## src/rtl/slow_vram_sched.sv

```systemverilog
// Slot scheduler for the slow VRAM: four fixed 4-cycle slots per 16-cycle period
// (sprite even, fix, sprite odd, CPU) with a single queued CPU write.
module slow_vram_sched (
  input  logic        CLK_24M,
  input  logic        RESETP,
  input  logic        SYNC_LOAD,
  input  logic        SPR_EN,
  input  logic [14:0] FIXMAP_ADDR,
  input  logic [14:0] SPRMAP_ADDR,
  input  logic [14:0] VRAM_ADDR,
  input  logic [15:0] VRAM_WRITE,
  input  logic        nVRAM_WRITE_REQ,
  input  logic        REG_VRAMADDR_MSB,
  output logic [14:0] B,
  output logic [15:0] E_OUT,
  output logic        E_OE,
  output logic        nBOE,
  output logic        nBWE,
  output logic        LATCH_SPR_EVEN,
  output logic        LATCH_FIX,
  output logic        LATCH_SPR_ODD,
  output logic        LATCH_CPU,
  output logic        WR_PENDING,
  output logic        WR_DONE
);

  typedef enum logic [1:0] {SlotSprEven, SlotFix, SlotSprOdd, SlotCpu} slot_e;

  logic [3:0]  c_q, c_d;
  logic        run_q;
  logic        prev_req_q;
  logic        req;
  logic        wr_pending_d;
  logic        wr_active_q, wr_active_d;
  logic        fresh_q, fresh_d;
  logic        wr_done_edge;
  logic [14:0] hold_addr_q, act_addr_q, act_addr_d;
  logic [15:0] hold_data_q, act_data_q, act_data_d;
  slot_e       slot;
  logic [1:0]  ph;
  logic        last;
  logic [14:0] b_d;
  logic [15:0] e_out_d;
  logic        e_oe_d, nboe_d, nbwe_d, wr_done_d;
  logic [3:0]  lat_d;

  always_comb begin
    req = prev_req_q & ~nVRAM_WRITE_REQ & ~REG_VRAMADDR_MSB;
    // C is held at 0 across the first live edge so the first post-reset cycle is slot 0.
    c_d = (SYNC_LOAD || !run_q) ? 4'd0 : c_q + 4'd1;
    wr_done_edge = wr_active_q && (c_q == 4'd15);

    wr_active_d = wr_active_q;
    if (c_d == 4'd12) begin
      wr_active_d = WR_PENDING;
    end else if (c_d[3:2] != 2'd3) begin
      wr_active_d = 1'b0;
    end

    // fresh: hold registers carry a request newer than the snapshot being written.
    act_addr_d = act_addr_q;
    act_data_d = act_data_q;
    fresh_d    = fresh_q | req;
    if (c_d == 4'd12) begin
      fresh_d = req;
      if (WR_PENDING) begin
        act_addr_d = hold_addr_q;
        act_data_d = hold_data_q;
      end
    end
    wr_pending_d = wr_done_edge ? (fresh_q | req) : (WR_PENDING | req);
  end

  always_comb begin
    slot      = slot_e'(c_d[3:2]);
    ph        = c_d[1:0];
    last      = (ph == 2'd3);
    b_d       = '0;
    e_out_d   = '0;
    e_oe_d    = 1'b0;
    nboe_d    = 1'b1;
    nbwe_d    = 1'b1;
    lat_d     = '0;
    wr_done_d = 1'b0;
    unique case (slot)
      SlotSprEven: begin
        if (SPR_EN) begin
          b_d      = {SPRMAP_ADDR[14:1], 1'b0};
          nboe_d   = 1'b0;
          lat_d[0] = last;
        end
      end
      SlotFix: begin
        b_d      = FIXMAP_ADDR;
        nboe_d   = 1'b0;
        lat_d[1] = last;
      end
      SlotSprOdd: begin
        if (SPR_EN) begin
          b_d      = {SPRMAP_ADDR[14:1], 1'b1};
          nboe_d   = 1'b0;
          lat_d[2] = last;
        end
      end
      SlotCpu: begin
        if (wr_active_d) begin
          b_d       = act_addr_d;
          e_out_d   = act_data_d;
          e_oe_d    = 1'b1;
          nbwe_d    = !((ph == 2'd1) || (ph == 2'd2));
          wr_done_d = last;
        end else begin
          b_d      = VRAM_ADDR;
          nboe_d   = 1'b0;
          lat_d[3] = last;
        end
      end
    endcase
  end

  always_ff @(posedge CLK_24M) begin
    if (RESETP) begin
      c_q            <= 4'd0;
      run_q          <= 1'b0;
      prev_req_q     <= 1'b1;
      WR_PENDING     <= 1'b0;
      wr_active_q    <= 1'b0;
      fresh_q        <= 1'b0;
      hold_addr_q    <= '0;
      hold_data_q    <= '0;
      act_addr_q     <= '0;
      act_data_q     <= '0;
      B              <= '0;
      E_OUT          <= '0;
      E_OE           <= 1'b0;
      nBOE           <= 1'b1;
      nBWE           <= 1'b1;
      LATCH_SPR_EVEN <= 1'b0;
      LATCH_FIX      <= 1'b0;
      LATCH_SPR_ODD  <= 1'b0;
      LATCH_CPU      <= 1'b0;
      WR_DONE        <= 1'b0;
    end else begin
      c_q            <= c_d;
      run_q          <= 1'b1;
      prev_req_q     <= nVRAM_WRITE_REQ;
      WR_PENDING     <= wr_pending_d;
      wr_active_q    <= wr_active_d;
      fresh_q        <= fresh_d;
      act_addr_q     <= act_addr_d;
      act_data_q     <= act_data_d;
      if (req) begin
        hold_addr_q <= VRAM_ADDR;
        hold_data_q <= VRAM_WRITE;
      end
      B              <= b_d;
      E_OUT          <= e_out_d;
      E_OE           <= e_oe_d;
      nBOE           <= nboe_d;
      nBWE           <= nbwe_d;
      LATCH_SPR_EVEN <= lat_d[0];
      LATCH_FIX      <= lat_d[1];
      LATCH_SPR_ODD  <= lat_d[2];
      LATCH_CPU      <= lat_d[3];
      WR_DONE        <= wr_done_d;
    end
  end

endmodule

```

## config.mk

```make
export PLATFORM = sky130hd
export DESIGN_NAME = slow_vram_sched
export DESIGN_NICKNAME = d
export VERILOG_FILES = /design/src/rtl/slow_vram_sched.sv
export SDC_FILE = /design/constraint.sdc
export NUM_CORES = 1
export LEC_CHECK = 0
export ABC_AREA = 1
export CAP_MARGIN = 25
export CORE_MARGIN = 2
export CORE_UTILIZATION = 30
export CTS_BUF_LIST = sky130_fd_sc_hd__clkbuf_4 sky130_fd_sc_hd__clkbuf_8
export CTS_CLUSTER_DIAMETER = 50
export DETAILED_ROUTE_END_ITERATION = 8
export PLACE_DENSITY = 0.61
export SYNTH_ARGS = -nofsm -noshare
export SYNTH_HDL_FRONTEND = slang
export SYNTH_SLANG_ARGS = --single-unit
```

## constraint.sdc

```tcl
create_clock -name CLK_24M -period 2.4 [get_ports CLK_24M]
set_clock_uncertainty 0.05 [all_clocks]
set_input_delay 0.24 -clock CLK_24M [delete_from_list [all_inputs] [get_ports CLK_24M]]
set_output_delay 0.24 -clock CLK_24M [all_outputs]
set_load 0.05 [all_outputs]
```

* Yosys cells after proc, flatten, opt, wreduce, memory -nomap -nowiden *
Cells that the tools add are included.

storage, ports and cells
  output and inout bits = 40
  flip-flop bits (word level) = 110
  logic and storage cells = 72
  input port bits = 67

operators by class
  bitwise logic cells = 11
  multiplexer cells = 18
  eq/ne operators = 9
  reductions and logical operators = 13
  add/sub/neg operators = 1

operator list
  operator               number
  $mux W15               5
  $pmux W15 S4           1
  $mux W16               2
  $reduce_or A2 Y1       5
  $eq A2 B2 Y1 const B   4
  $eq A4 B4 Y1 const B   2
  $mux W1                8
  $not A1 Y1             7
  $reduce_or A3 Y1       2
  $add A4 B1 Y4 const B  1
  $eq A2 B1 Y1 const B   2
  $mux W4                1
  $pmux W1 S3            1
  $and A1 B1 Y1          2
  $logic_not A1 Y1       2
  $logic_not A2 Y1       1
  $logic_or A1 B1 Y1     2
  $ne A2 B2 Y1 const B   1
  $or A1 B1 Y1           2
  $logic_and A1 B1 Y1    1

* Logic depth before layout (Yosys ltp) *
  depth after elaboration = 8
  depth in mapped cells = 16
  depth with buffers taken out = 14

* Least setup slack after synthesis *
Ideal clock, no wire load.

  path type = flip-flop to flip-flop
  start point = register c_q[0]
  end point = register B[10]
  path slack = 0.279 ns
  buffers on the path = 2
  arrival time = 1.958 ns
  stages on the path, launching flop included = 14
  clock period less this slack = 2.121 ns
  required time = 2.237 ns
  setup time = 0.113 ns
  cells stage by stage = dfxtp_1 > ha_1 > inv_1 > nor2_1 > inv_1 > ha_1 > clkbuf_1 > nand4_4 > clkbuf_1 > nand3_1 > nand3_1 > nand2_1 > nand2_1 > nand2_1

between the ends
  elaborated cells between the ends (all ways) = 13
  classes of those cells = add/sub: 1; eq/ne: 5; mux: 6; reduce/logical: 1

RTL lines
  element                                     line    RTL
  from (decl)                                 29      logic [3:0] c_q, c_d;
  from (signal assigned)                      123     c_q <= 4'd0;
  from (signal assigned)                      144     c_q <= c_d;
  $add A4 B1 Y4 (*)                           50      c_d = (SYNC_LOAD || !run_q) ? 4'd0 : c_q + 4'd1;
  $mux W4 (*)                                 50
  net c_d[1]                                  29
  $eq A4 B4 Y1 (*)                            54, 64
  $mux W15 / $mux W1 (equally long branches)  64, 54
  $mux W15 (*)                                106     if (wr_active_d) begin
  $pmux W15 S4 (*)                            85      unique case (slot)
  to (signal assigned)                        133     B <= '0;
  to (signal assigned)                        156     B <= b_d;
  to (decl)                                   14      output logic [14:0] B,

Mark *: on every way through the listed nets, which the timed path passes. The rest lies on a longest branch.
A chain may end at the register's enable or synchronous reset.

* Worst setup path after layout *
  start point = register c_q[0]
  end point = register B[12]

The elaborated chain is that of the path after synthesis.

==> metrics.txt <==
unrepaired setup endpoints after global routing no; Worst Tran Pin Value 0.5504 ns; chip height 127.5 um; Die ar. 0.01624 sq mm; Starting Density 30.41%; worst path cell trace ha_1 > inv_1 > nor2_1 > inv_1 > ha_1 > nor2_1 > nand2_4 > nand2_8 > nand2_1 > nand3_1 > nand2_1 > nand2_1 > nand2_1; post-route ant nets 0; Root Driver clkbuf_8; worst-path fanout max 18; final hold slack 0.3244 ns; cell accounting for the most synthesized area dfxtp_1; number of DRC markers in iteration 0 213; RR Endpoint B[12]$_SDFF_PP0_; Final Hold Viols 0; maximum number of pins on one net before global-route repair 65; drt wl/cell 12.48 um; Synth Area per Inst 7.177 sq um; gr usage total 15.08%; vias in the first global route 3870; CTS tree done; TritonRoute pass-1 iters 4; CTS resizes 0; Warnings, synthesis 0; area of the multi-input gates 0.001804 sq mm; final worst path period share 89.77%; first-pass GRT wire length 19380 um; cts bufs inserted 9; Post-Syn Area 0.004572 sq mm; critical path class flip-flop to flip-flop; grt met1 use 20.04%; Fillers 1563; area delta synth->final 36.29%; clock buffer depth 2; Final setup viols 0; drt total wl 11820 um; min-delay src SPRMAP_ADDR[2]; max_cap viols 0; initial antenna violation count 0; final slew viol count 0; leak pwr 2.723 nW; Max VDD drop 0.0002242 V; CTS clk-pin slew, worst paths 0.11 ns; R2R depth 13; IO Count 107; Post-synth top flop dfxtp_1; CP Capture Type flip-flop; Pwr Density 538.3 mW/mm^2; fraction of registers with async set/reset 0%; ANT cells 0; clock sink count 110; CTS H-tree depth 3; Worst setup SP type flip-flop; Post-Synthesis Cells 637; Overall Power 0.003354 W; CP Depth 13; Slew HR 63.19%; Cell variety after synth 27; routability cong. 0.7260; Avg Vias per Cell 4.329; share of the synthesized area in the top cell type 48.17%; # hold bufs at CTS 0; fmax 0.4642 GHz; Reg area 0.002202 sq mm; Top Family by Delay on Critical Path simple AND/OR/NAND/NOR gates; CP peak stage delay 0.36 ns; layout cells sized above 1 8.432%; largest cells by area after synthesis dfxtp_1, nand2_1, inv_1; WP buf/inv 2; Synthesized Nets 707; met3 usage 3.266%; Chip Width 127.5 um; PortBufs 105; worst skew pair latency 0.39 ns; Net count, final 824; Critical Path Slowest Stage Cell dfxtp_1; Post-route DRC 0; Worst R2R Start c_q[0]$_SDFF_PP0_; CP arrival 2.39 ns; WP data required 2.64 ns; sequential area share after synthesis 48.17%; CP endpoint B[12]$_SDFF_PP0_; hpwl dp 8013 um; via count 4100; launch point of the worst path c_q[0]$_SDFF_PP0_; most used routing layer met2; Hold Path Class input pin to flip-flop; fin crit period 2.154 ns; Setup Fix Bufs, Post-CTS 0; Reg2Reg Setup Slack 0.25 ns; status completed; EDFF count, synth 0; crit-path most repeated cell nand2_1; Core Util, Final 41.45%; GRT overflow 0; FP Rows 45; Core ar. 0.01503 sq mm; grt met2 use 23.84%; FF+latch count, synth 110
[synthesized netlist by cell type (3+ instances only)]
cell type  number
ha_1            3
clkbuf_1       23
buf_2           3
o21ai_0        33
nand2_1       123
buf_1           4
dfxtp_1       110
nor2_1         88
a21oi_1        64
inv_1         110
nor2_4          3
nand4_1        15
nand3_1        38
[kinds of logic after synthesis]
logic type      count (synthesis)  synth area share (%)
simple gates                  281                 27.59
mux                             2                0.4379
flops                         110                 48.17
compound gates                 97                 10.62
fa+ha+maj                       3                0.8211
buf+inv                       144                 12.37
[report_power, final]
| part | leakage (nW) | total, W | switching, W | internal, W |
|---|---|---|---|---|
| Combinational | 1.73 | 0.000352 | 0.000177 | 0.000175 |
| Sequential | 0.895 | 0.00190 | 0.0000239 | 0.00187 |
| Clock | 0.0984 | 0.00110 | 0.000703 | 0.000401 |
[cell type report]
| cell class | count | share of cell area (%) |
|---|---|---|
| Clock buffer | 9 | 1.988 |
| Clock inverter | 7 | 1.084 |
| Inverter | 111 | 6.727 |
| Sequential cell | 110 | 35.34 |
| Multi-Input combinational cell | 383 | 28.96 |
| Tap cell | 188 | 3.775 |
| Timing Repair Buffer | 139 | 22.13 |
[worst min path at each step]
stage                                  endpoint  depth (start not counted)  slack (ns)
floorplan                     c_q[2]$_SDFF_PP0_                          1        0.28
global placement    hold_data_q[1]$_SDFFE_PP0P_                          2        0.38
detailed placement  hold_data_q[5]$_SDFFE_PP0P_                          2        0.39
CTS                             B[2]$_SDFF_PP0_                          3        0.32
global route                    B[9]$_SDFF_PP0_                          3        0.33
finish                          B[2]$_SDFF_PP0_                          3        0.32
[per-stage QoR]
step,setup TNS (ns),area (sq um),setup WS (ns),instances
floorplan,0,4572,0.2790,637
global placement,0,6040,0.005803,931
detailed placement,-0.09172,6040,-0.02911,931
CTS,0,6231,0.2329,947
global route,0,6231,0.006614,947
finish,0,6231,0.2456,947
[layout by cell type, fill, tap and decap left out, types with 2 or more instances in the layout]
| cell type | netlist | layout |
|---|---|---|
| nand2_1 | 123 | 123 |
| dfxtp_1 | 110 | 110 |
| inv_1 | 110 | 110 |
| clkdlybuf4s50_1 | 0 | 104 |
| nor2_1 | 88 | 88 |
| a21oi_1 | 64 | 64 |
| nand3_1 | 38 | 38 |
| o21ai_0 | 33 | 33 |
| buf_4 | 1 | 29 |
| nand4_1 | 15 | 15 |
| clkbuf_8 | 0 | 9 |
| buf_12 | 0 | 6 |
| nor2_4 | 3 | 3 |
| ha_1 | 3 | 3 |
| clkinv_4 | 0 | 3 |
| nand3_2 | 2 | 2 |
| nand3b_1 | 2 | 2 |
| nand2_4 | 2 | 2 |
| mux2i_1 | 2 | 2 |
| nor3_1 | 2 | 2 |
[tightest hold or removal path, delay by kind of cell]
| kind | cells | cell delay (ns) |
|---|---|---|
| simple gates | 2 | 0.10 |
| buf+inv | 1 | 0.39 |
[layer usage]
metal,vias up,part of all wire [%]
met3,17,4.8
met4,0,1.9
li1,2196,-
met2,80,45
met5,-,0
met1,1807,48
[flip-flops by register name, summed over array words and instances (netlist names), 4 cells and up]
register and count:
B 15, E_OUT 16, act_addr_q 15, act_data_q 16, c_q 4, hold_addr_q 15
hold_data_q 16
Note: power is estimated with default switching activity, not from simulation.
